## config.mk

```make
export PLATFORM = sky130hd
export DESIGN_NAME = strap_sampler
export DESIGN_NICKNAME = d
export VERILOG_FILES = /design/src/rtl/strap_pkg.sv /design/src/rtl/strap_vote.sv /design/src/rtl/strap_sampler.sv
export SDC_FILE = /design/constraint.sdc
export NUM_CORES = 1
export LEC_CHECK = 0
export BUFFER_PORTS_ARGS = -buffer_cell sky130_fd_sc_hd__buf_4
export CAP_MARGIN = 5
export CORE_UTILIZATION = 35
export DETAILED_ROUTE_END_ITERATION = 6
export GPL_TIMING_DRIVEN = 0
export PLACE_DENSITY = 0.48
export RECOVER_POWER = 100
export SETUP_SLACK_MARGIN = 0.5
export SLEW_MARGIN = 20
export SYNTH_ARGS = -nofsm -noshare
export SYNTH_HDL_FRONTEND = slang
export SYNTH_SLANG_ARGS = --single-unit
```

## constraint.sdc

```tcl
create_clock -name ck -period 2.9 [get_ports ck]
set_input_delay 0.58 -clock ck [delete_from_list [all_inputs] [get_ports ck]]
set_output_delay 0.58 -clock ck [all_outputs]
set_load 0.01 [all_outputs]
```

## src/rtl/strap_pkg.sv

```systemverilog
// ============================================================================
// strap_pkg -- shared types and sizing helpers for the strap sampler.
// Revision: 1.0
// ============================================================================
`default_nettype none

package strap_pkg;

  typedef enum logic [1:0] {
    ST_SETTLE = 2'd0,
    ST_SAMPLE = 2'd1,
    ST_LOCK   = 2'd2
  } state_t;

  // Shared settle/sample counter width; covers SETTLE up to 65535 cycles.
  localparam int unsigned SETTLE_CNT_W = 16;

  function automatic int unsigned vote_cnt_w(input int unsigned samples);
    return $clog2(samples + 1);
  endfunction

endpackage

`default_nettype wire

```

## src/rtl/strap_vote.sv

```systemverilog
// ============================================================================
// strap_vote -- per-bit ones-counter with majority and unanimity outputs.
// Revision: 1.0
// ============================================================================
`default_nettype none

module strap_vote
  import strap_pkg::*;
#(
  parameter int unsigned SAMPLES = 3
) (
  input  logic ck,
  input  logic clr,
  input  logic en,
  input  logic d,
  output logic maj,
  output logic unan
);

  localparam int unsigned VW = vote_cnt_w(SAMPLES);
  localparam logic [VW-1:0] C_HALF = VW'(SAMPLES / 2);
  localparam logic [VW-1:0] C_ALL  = VW'(SAMPLES);

  logic [VW-1:0] r_cnt;
  logic [VW-1:0] w_sum;

  // The sum includes the sample being taken this cycle so the verdict is
  // ready on the same edge that the last sample is counted.
  assign w_sum = r_cnt + VW'(en & d);

  always_ff @(posedge ck) begin
    if (clr) begin
      r_cnt <= '0;
    end else if (en) begin
      r_cnt <= w_sum;
    end
  end

  assign maj  = (w_sum > C_HALF);
  assign unan = (w_sum == '0) || (w_sum == C_ALL);

endmodule

`default_nettype wire

```

## src/rtl/strap_sampler.sv

```systemverilog
// ============================================================================
// strap_sampler -- settle, N-sample majority vote and lock of strap inputs.
// Optional macro STRAP_PARITY_EN adds a voted even-parity strap and cfg_perr.
// Revision: 1.0
// ============================================================================
`default_nettype none

module strap_sampler
  import strap_pkg::*;
#(
  parameter int unsigned WIDTH   = 8,
  parameter int unsigned SETTLE  = 4,
  parameter int unsigned SAMPLES = 3
) (
  input  logic             ck,
  input  logic             rst,
  input  logic [WIDTH-1:0] strap_i,
  input  logic             resample,
`ifdef STRAP_PARITY_EN
  input  logic             strap_par,
  output logic             cfg_perr,
`endif
  output logic [WIDTH-1:0] cfg,
  output logic             cfg_valid,
  output logic             busy,
  output logic             mismatch
);

`ifdef STRAP_PARITY_EN
  localparam int unsigned NV = WIDTH + 1;
`else
  localparam int unsigned NV = WIDTH;
`endif

  localparam logic [SETTLE_CNT_W-1:0] C_SETTLE_LAST = SETTLE_CNT_W'(SETTLE - 1);
  localparam logic [SETTLE_CNT_W-1:0] C_SAMPLE_LAST = SETTLE_CNT_W'(SAMPLES - 1);
  localparam logic [SETTLE_CNT_W-1:0] C_ONE         = SETTLE_CNT_W'(1);

  state_t                  r_state;
  state_t                  w_state_nxt;
  logic [SETTLE_CNT_W-1:0] r_cnt;
  logic [SETTLE_CNT_W-1:0] w_cnt_nxt;
  logic                    w_clr;
  logic                    w_en;
  logic                    w_lock;
  logic                    w_drop;
  logic [NV-1:0]           w_d;
  logic [NV-1:0]           w_maj;
  logic [NV-1:0]           w_unan;

  always_comb begin
    w_state_nxt = r_state;
    w_cnt_nxt   = r_cnt;
    w_clr       = 1'b0;
    w_en        = 1'b0;
    w_lock      = 1'b0;
    w_drop      = 1'b0;
    case (r_state)
      ST_SETTLE: begin
        if (r_cnt == C_SETTLE_LAST) begin
          w_state_nxt = ST_SAMPLE;
          w_cnt_nxt   = '0;
          w_clr       = 1'b1;
        end else begin
          w_cnt_nxt = r_cnt + C_ONE;
        end
      end
      ST_SAMPLE: begin
        w_en = 1'b1;
        if (r_cnt == C_SAMPLE_LAST) begin
          w_state_nxt = ST_LOCK;
          w_cnt_nxt   = '0;
          w_lock      = 1'b1;
        end else begin
          w_cnt_nxt = r_cnt + C_ONE;
        end
      end
      ST_LOCK: begin
        // Requests outside LOCK are dropped, never queued.
        if (resample) begin
          w_state_nxt = ST_SETTLE;
          w_cnt_nxt   = '0;
          w_drop      = 1'b1;
        end
      end
      default: begin
        w_state_nxt = ST_SETTLE;
        w_cnt_nxt   = '0;
      end
    endcase
  end

  always_ff @(posedge ck) begin
    if (rst) begin
      r_state <= ST_SETTLE;
      r_cnt   <= '0;
    end else begin
      r_state <= w_state_nxt;
      r_cnt   <= w_cnt_nxt;
    end
  end

`ifdef STRAP_PARITY_EN
  assign w_d = {strap_par, strap_i};
`else
  assign w_d = strap_i;
`endif

  generate
    for (genvar b = 0; b < NV; b++) begin : g_vote
      strap_vote #(
        .SAMPLES (SAMPLES)
      ) u_vote (
        .ck   (ck),
        .clr  (rst | w_clr),
        .en   (w_en),
        .d    (w_d[b]),
        .maj  (w_maj[b]),
        .unan (w_unan[b])
      );
    end
  endgenerate

  // cfg/mismatch only change at lock entry so consumers never see a
  // half-updated word across a resample.
  always_ff @(posedge ck) begin
    if (rst) begin
      cfg       <= '0;
      cfg_valid <= 1'b0;
      mismatch  <= 1'b0;
`ifdef STRAP_PARITY_EN
      cfg_perr  <= 1'b0;
`endif
    end else if (w_lock) begin
      cfg       <= w_maj[WIDTH-1:0];
      cfg_valid <= 1'b1;
      mismatch  <= ~(&w_unan);
`ifdef STRAP_PARITY_EN
      cfg_perr  <= ^w_maj;
`endif
    end else if (w_drop) begin
      cfg_valid <= 1'b0;
    end
  end

  assign busy = (r_state != ST_LOCK);

endmodule

`default_nettype wire

```

==> flow_metrics.env, run 1 <==
export IMPL_outcome="finished, violations left"
export IMPL_violations="DRC"
export IMPL_ys_seq_area_frac=0.3739
export IMPL_netlist_area_um2=2356
export IMPL_worst_pin_slew_ns=0.8762
export IMPL_async_flop_share=0
export IMPL_syn_to_final_growth_pct=15.08
export IMPL_routedWlPerCell_um=14.38
export IMPL_overflow=0
export IMPL_setup_violations=0
export IMPL_ant_nets=0
export IMPL_num_rows=29
export IMPL_leakagePower_uw=0.001006
export IMPL_slew_headroom=0.4114
export IMPL_port_buffer_count=21
export IMPL_syn_inst=281
export IMPL_critPathKind="reg -> reg"
export IMPL_final_max_slew_viol_count=0
export IMPL_synthAdderAreaFrac=0.07435
export IMPL_clockBufferDepth=2
export IMPL_drv_cap=0
export IMPL_dpl_instance_area_um2=2610
export IMPL_n_antenna_cell=0
export IMPL_use_met1=0.2546
export IMPL_dieArea_um2=7064
export IMPL_yosys_top_cells_area="dfxtp_1, ha_1, nand2_1"
export IMPL_hold_path_class="reg -> reg"
export IMPL_antenna_found_initial=0
export IMPL_cp_max_fo=10
export IMPL_synth_cell_type_count=44
export IMPL_syn_nets=306
export IMPL_crit_required_ns=3.12
export IMPL_synth_compound_area_share=0.1668
export IMPL_grt_use_met3=0.02868
export IMPL_endpoint_kind="register"
export IMPL_top_usage_layer="met1"
export IMPL_min_period_ns=2.431
export IMPL_clock_sinks=44
export IMPL_ys_seq_elements=44
export IMPL_pwr_density_cell_nw_per_um2=460.2
export IMPL_synthMuxAreaShare=0.004249
export IMPL_grt_max_degree=14
export IMPL_core_um2=6422
export IMPL_cp_data_arrival_time_ns=2.65
export IMPL_dr_pass1_iters=6
export IMPL_synth_top_family_by_area="simple AND/OR/NAND/NOR gates"
export IMPL_drt_iter0_drc=73
export IMPL_finClkSkew_ns=0.004258
export IMPL_cts_setup_buffers=0
export IMPL_synth_xor_area_share=0.08550
export IMPL_synth_area_per_cell_um2=8.384
export IMPL_routabilityCongestion=0.7585
export IMPL_yosysTopAreaCell="dfxtp_1"
export IMPL_root_buffer="clkbuf_8"
export IMPL_grt_usage=0.1672
export IMPL_grt_pass1_wl_um=9397
export IMPL_grt_pass1_vias=1889
export IMPL_final_cell_area_um2=2711
export IMPL_final_net_count=334
export IMPL_rsz0062_at_grt="yes"
export IMPL_drive_above_1_share=0.1161
export IMPL_io_pins=22
export IMPL_die_y_um=84.05
export IMPL_ys_warn_count=0
export IMPL_finalHoldViolCount=0
export IMPL_htreeDepth=2
export IMPL_synth_top_area_frac=0.3739
export IMPL_clk_pin_slew_ns=0.09
export IMPL_worst_ir_drop_vdd_mv=0.2138
export IMPL_tritoncts="yes"
export IMPL_hold_buffers=0
export IMPL_num_vias=1996
export IMPL_start_kind="register"
export IMPL_finalCritPeriodShare=0.8381
export IMPL_synth_edf_count=0
export IMPL_start_util=0.3668
export IMPL_viasPerCell=5.158
export IMPL_synthSimpleGateAreaFrac=0.2586
export IMPL_dieWidth_um=84.05
export IMPL_wirelength_um=5566
export IMPL_fmax_mhz=411.4
export IMPL_synth_top_flop_cell="dfxtp_1"
export IMPL_gr_usage_met2=0.2407
export IMPL_drc=2
export IMPL_dp_hpwl_um=4069
export IMPL_worstSkewPairLatency_ns=0.29
export IMPL_numCtsBuffers=5
export IMPL_tns_ns=0
==> cells in the mapped netlist (all sizes together) (5+ instances only) <==
| cell | number |
|---|---|
| o21ai | 20 |
| ha | 14 |
| clkbuf | 7 |
| a21oi | 25 |
| nor3 | 10 |
| xor2 | 16 |
| nor4 | 5 |
| xnor2 | 7 |
| inv | 5 |
| and2 | 12 |
| nor2 | 19 |
| dfxtp | 44 |
| nand3 | 5 |
| buf | 8 |
| nand2 | 39 |
==> layout make-up <==
class / instances / area (um2)
Buffer: 15 / 75.07
Clock buffer: 6 / 82.58
Fill cell: 685 / 3711
Sequential cell: 44 / 880.8
Timing Repair Buffer: 21 / 116.4
Multi-Input combinational cell: 217 / 1431
Tap cell: 77 / 96.34
Inverter: 5 / 18.77
Clock inverter: 2 / 10.01
==> critical path, stage by stage, from the launching register on <==
cell and delay [ns]:
dfxtp_1 0.30, clkbuf_1 0.18, and2b_1 0.21, buf_6 0.13
clkbuf_8 0.15, and2_1 0.16, ha_1 0.22, xnor2_2 0.16
ha_1 0.19, or4_4 0.53, a21oi_2 0.13
==> where the power goes <==
part           internal (uW)  total, uW  switching [uW]
clock                    191        403             213
combinational           75.5        202             127
sequential               619        642            23.7
total                    885       1250             363
==> cells by family after synthesis <==
group / Yosys count
AO/OA/AOI/OAI: 66
XOR/XNOR: 23
adder cells (fa/ha/maj): 14
buffers and inverters: 20
flip-flops: 44
multiplexers: 1
AND/OR/NAND/NOR: 113
==> cells in the final DEF, fill, tap and decap left out, types with 2 or more instances in the layout <==
cell / synthesis / layout
ha_2: 0 / 2
xnor2_1: 7 / 3
nor4_1: 2 / 2
nor3_1: 10 / 10
clkinv_2: 0 / 2
nor4_4: 2 / 2
ha_1: 14 / 12
nand3_1: 5 / 5
nand2b_1: 3 / 3
inv_1: 5 / 5
dfxtp_1: 44 / 44
o211ai_1: 2 / 2
and2_1: 12 / 7
nor2_1: 19 / 19
a21o_1: 2 / 2
clkbuf_8: 0 / 7
xnor2_2: 0 / 4
and4_1: 4 / 4
and2_0: 0 / 5
a311oi_1: 2 / 2
clkbuf_1: 7 / 22
o21ai_0: 19 / 20
o41ai_1: 2 / 2
nor3b_1: 1 / 2
a21oi_1: 25 / 23
and3_1: 4 / 4
or4_4: 0 / 3
a31oi_1: 4 / 4
nand2_1: 39 / 39
a41oi_1: 2 / 2
buf_4: 1 / 10
xor2_1: 16 / 16
a2bb2oi_1: 2 / 2
nand4_1: 2 / 3
a21oi_2: 0 / 2
==> state kept, by name (all words and copies together), names as in the netlist <==
signal,count
g_vote.u_vote.r_cnt,16
r_cnt,16
cfg,8
r_state,2
cfg_valid,1
mismatch,1
==> stage by stage <==
stage	power, uW	worst slack [ns]	hold WS [ns]	instances	util
after floorplan	793.4	0.6815	0.4406	281	-
after global placement	863.7	0.3636	0.4481	379	0.4064
after detailed placement	862.4	0.3362	0.4540	379	0.4064
after CTS	1279	0.5065	0.4663	387	0.4237
after global routing	1323	0.2587	0.4875	387	0.4222
final	1248	0.4695	0.4641	387	0.4222
==> repair_timing <==
action / CTS / global route
pin swaps: 0 / 4
setup endpoints to repair: 5 / 5
resized for setup: 5 / 16
cloned: 0 / 0
==> routing by layer <==
metal,part of all wire,vias to the layer above
met5,0,-
met4,0.010,0
met3,0.024,7
met2,0.40,25
met1,0.56,912
li1,-,1052
==> path summary, 6_finish.rpt <==
path	from	endpoint	slack, ns	cells past startpoint
hold reg to reg	g_vote[4].u_vote.r_cnt[0]$_SDFFE_PP0N_	g_vote[4].u_vote.r_cnt[0]$_SDFFE_PP0N_	0.46	2
hold / removal	g_vote[4].u_vote.r_cnt[0]$_SDFFE_PP0N_	g_vote[4].u_vote.r_cnt[0]$_SDFFE_PP0N_	0.46	2
setup / recovery	r_state[0]$_SDFFE_PP0P_	cfg[5]$_SDFFE_PP0P_	0.47	10
setup reg to reg	r_state[0]$_SDFFE_PP0P_	cfg[5]$_SDFFE_PP0P_	0.47	10
Power figures use the tool's default switching activity.
==> run 2: changes to the inputs <==
--- a/config.mk
+++ b/config.mk
@@ -10,7 +10,7 @@
 export CORE_UTILIZATION = 35
 export DETAILED_ROUTE_END_ITERATION = 6
 export GPL_TIMING_DRIVEN = 0
-export PLACE_DENSITY = 0.48
+export PLACE_DENSITY = 0.5
 export RECOVER_POWER = 100
 export SETUP_SLACK_MARGIN = 0.5
 export SLEW_MARGIN = 20
==> constraint.sdc (replaced) <==
create_clock -name ck -period 2.01 [get_ports ck]
set_input_delay 0.402 -clock ck [delete_from_list [all_inputs] [get_ports ck]]
set_output_delay 0.402 -clock ck [all_outputs]
set_load 0.01 [all_outputs]
==> flow_metrics.env, run 2 (synthesis results as in run 1) <==
export IMPL_outcome="finished, violations left"
export IMPL_violations="setup timing"
export IMPL_clockBufferDepth=2
export IMPL_pwr_density_cell_nw_per_um2=603.4
export IMPL_worst_pin_slew_ns=0.9247
export IMPL_power_frac_comb=0.258
export IMPL_worst_ir_drop_vdd_mv=0.3079
export IMPL_reg2reg_from="r_state[0]$_SDFFE_PP0P_"
export IMPL_dr_pass1_iters=4
export IMPL_root_buffer="clkbuf_8"
export IMPL_syn_to_final_growth_pct=39.25
export IMPL_port_buffer_count=21
export IMPL_switching_share=0.2949
export IMPL_worstSkewPairLatency_ns=0.30
export IMPL_final_net_count=352
export IMPL_p_clk_frac=0.274
export IMPL_setup_worst_path_start="r_state[0]$_SDFFE_PP0P_"
export IMPL_grt_pass1_wl_um=10180
export IMPL_grt_pass1_vias=2090
export IMPL_cp_cell_sequence="buf_6 > and2b_1 > buf_6 > clkbuf_16 > and2_4 > ha_4 > xnor2_4 > ha_4 > nand4_1 > nor4_2 > a211oi_1"
export IMPL_cp_slowest_cell="dfxtp_2"
export IMPL_n_antenna_cell=0
export IMPL_clk_pin_slew_ns=0.08
export IMPL_hold_path_class="reg -> reg"
export IMPL_crit_required_ns=2.18
export IMPL_finClkSkew_ns=0.005994
export IMPL_mostFrequentLayoutCell="dfxtp_1"
export IMPL_setup_ws_ns=-0.2091
export IMPL_start_util=0.3668
export IMPL_dp_hpwl_um=4062
export IMPL_clock_sinks=44
export IMPL_setup_violations=5
export IMPL_endpoint_kind="register"
export IMPL_final_max_slew_viol_count=0
export IMPL_overflow=0
export IMPL_reg_top3="g_vote.u_vote.r_cnt: 16 flops, r_cnt: 16 flops, cfg: 8 flops"
export IMPL_drive_above_1_share=0.3670
export IMPL_critPathKind="reg -> reg"
export IMPL_drv_cap=0
export IMPL_placed_cells=379
export IMPL_drc=0
export IMPL_fin_util=0.5108
export IMPL_antenna_found_initial=0
export IMPL_start_kind="register"
export IMPL_r2r_slack_ns=-0.21
export IMPL_dieArea_um2=7064
export IMPL_p_int_uw=1396
export IMPL_routabilityCongestion=0.7478
export IMPL_worst_path_stages=11
export IMPL_slowest_delay_ns=0.32
export IMPL_critPathTopFamily="simple AND/OR/NAND/NOR gates"
export IMPL_tritoncts="yes"
export IMPL_finalHoldViolCount=0
export IMPL_dp_worst_setup_slack_ns=-0.3085
export IMPL_power_frac_seq=0.468
export IMPL_die_y_um=84.05
export IMPL_wirelength_um=5993
export IMPL_routedWlPerCell_um=14.83
export IMPL_cp_buffers_inverters=3
export IMPL_rsz0062_at_grt="yes"
export IMPL_slew_headroom=0.3788
export IMPL_leakagePower_uw=0.001194
export IMPL_dieWidth_um=84.05
export IMPL_p_sw_uw=583.9
export IMPL_grt_usage=0.1817
export IMPL_num_rows=29
export IMPL_num_vias=2147
export IMPL_core_um2=6422
export IMPL_final_cell_mix="dfxtp_1, nand2_1, buf_4, nor2_1, o21ai_0"
export IMPL_grt_max_degree=13
export IMPL_numCtsBuffers=5
export IMPL_min_period_ns=2.219
export IMPL_reg2reg_to="mismatch$_SDFFE_PP0P_"
export IMPL_reg2regPathDepth=11
export IMPL_fill_cells=627
export IMPL_fmax_mhz=450.6
export IMPL_endpoint="mismatch$_SDFFE_PP0P_"
export IMPL_cp_max_fo=7
export IMPL_htreeDepth=2
export IMPL_finalCritPeriodShare=1.104
export IMPL_drt_iter0_drc=86
export IMPL_viasPerCell=5.314
export IMPL_cp_data_arrival_time_ns=2.39
export IMPL_ant_nets=0
export IMPL_layout_cells_non_filler=404
export IMPL_io_pins=22
export IMPL_fin_total_pwr_uw=1980
==> run 2: cell types whose count changed in the layout (fill, tap and decap cells not counted), moves of 9 or more <==
cell     previous run  this run
ha_1               12         3
nand2_2             0         9
buf_4              10        20
ha_4                0        11
buf_6               1        12
nand2_1            39        29
dfxtp_2             0        10
dfxtp_1            44        31
==> run 2: tightest hold or removal path: stages (launching register included) <==
cell and delay (ns):
dfxtp_1 0.31, o21ai_0 0.09, a21oi_2 0.06
==> run 2: how the worst min path moves through the flow <==
stage	start	endpoint	slack [ns]	cells past startpoint
4_1_cts	resample	r_cnt[5]$_SDFFE_PP0P_	0.44	4
2_1_floorplan	g_vote[0].u_vote.r_cnt[0]$_SDFFE_PP0N_	g_vote[0].u_vote.r_cnt[0]$_SDFFE_PP0N_	0.44	2
5_1_grt	resample	cfg_valid$_SDFFE_PP0P_	0.51	4
3_3_place_gp	g_vote[7].u_vote.r_cnt[0]$_SDFFE_PP0N_	g_vote[7].u_vote.r_cnt[0]$_SDFFE_PP0N_	0.45	2
3_5_place_dp	g_vote[2].u_vote.r_cnt[0]$_SDFFE_PP0N_	g_vote[2].u_vote.r_cnt[0]$_SDFFE_PP0N_	0.46	2
6_report	cfg_valid$_SDFFE_PP0P_	cfg_valid$_SDFFE_PP0P_	0.49	2
==> run 2: stage by stage <==
step / TNS (ns) / instance area [um2] / hold slack (ns)
CTS: -0.5937 / 3162 / 0.4422
global placement: -0.7980 / 2718 / 0.4503
global route: -0.9653 / 3281 / 0.5104
finish: -0.5703 / 3281 / 0.4938
floorplan: -0.04600 / 2464 / 0.4430
detailed placement: -0.8096 / 2718 / 0.4590
==> run 2: cell type report <==
cell class,count,area (um2),share of cell area
inverters,5,18.77,0.005721
repair buffers,39,282.8,0.08619
clock inverters,1,5.005,0.001526
multi-input cells,217,1767,0.5385
clock buffers,6,72.57,0.02212
plain buffers,15,133.9,0.04081
flip-flops and latches,44,904.6,0.2757
well taps,77,96.34,0.02937
==> run 2: repair_timing <==
action / in CTS / in global routing
hold buffers: 0 / 0
pin swaps: 24 / 15
setup buffers: 9 / 8
cloned: 1 / 0
endpoints found under the setup margin: 40 / 43
resized for setup: 59 / 42
==> run 2: power by group through the flow <==
stage	clock, uW	sequential (uW)	combinational, uW
global route	602	930	559
floorplan	0	939	219
CTS	562	929	462
detailed placement	0	945	311
finish	543	926	511
global placement	0	944	309
==> run 2: per-layer routing <==
layer / global-route usage / routed length (um)
met1: 0.2129 / 2763
met2: 0.3234 / 3024
met3: 0.03363 / 108
met4: 0.07524 / 95
met5: 0 / 0
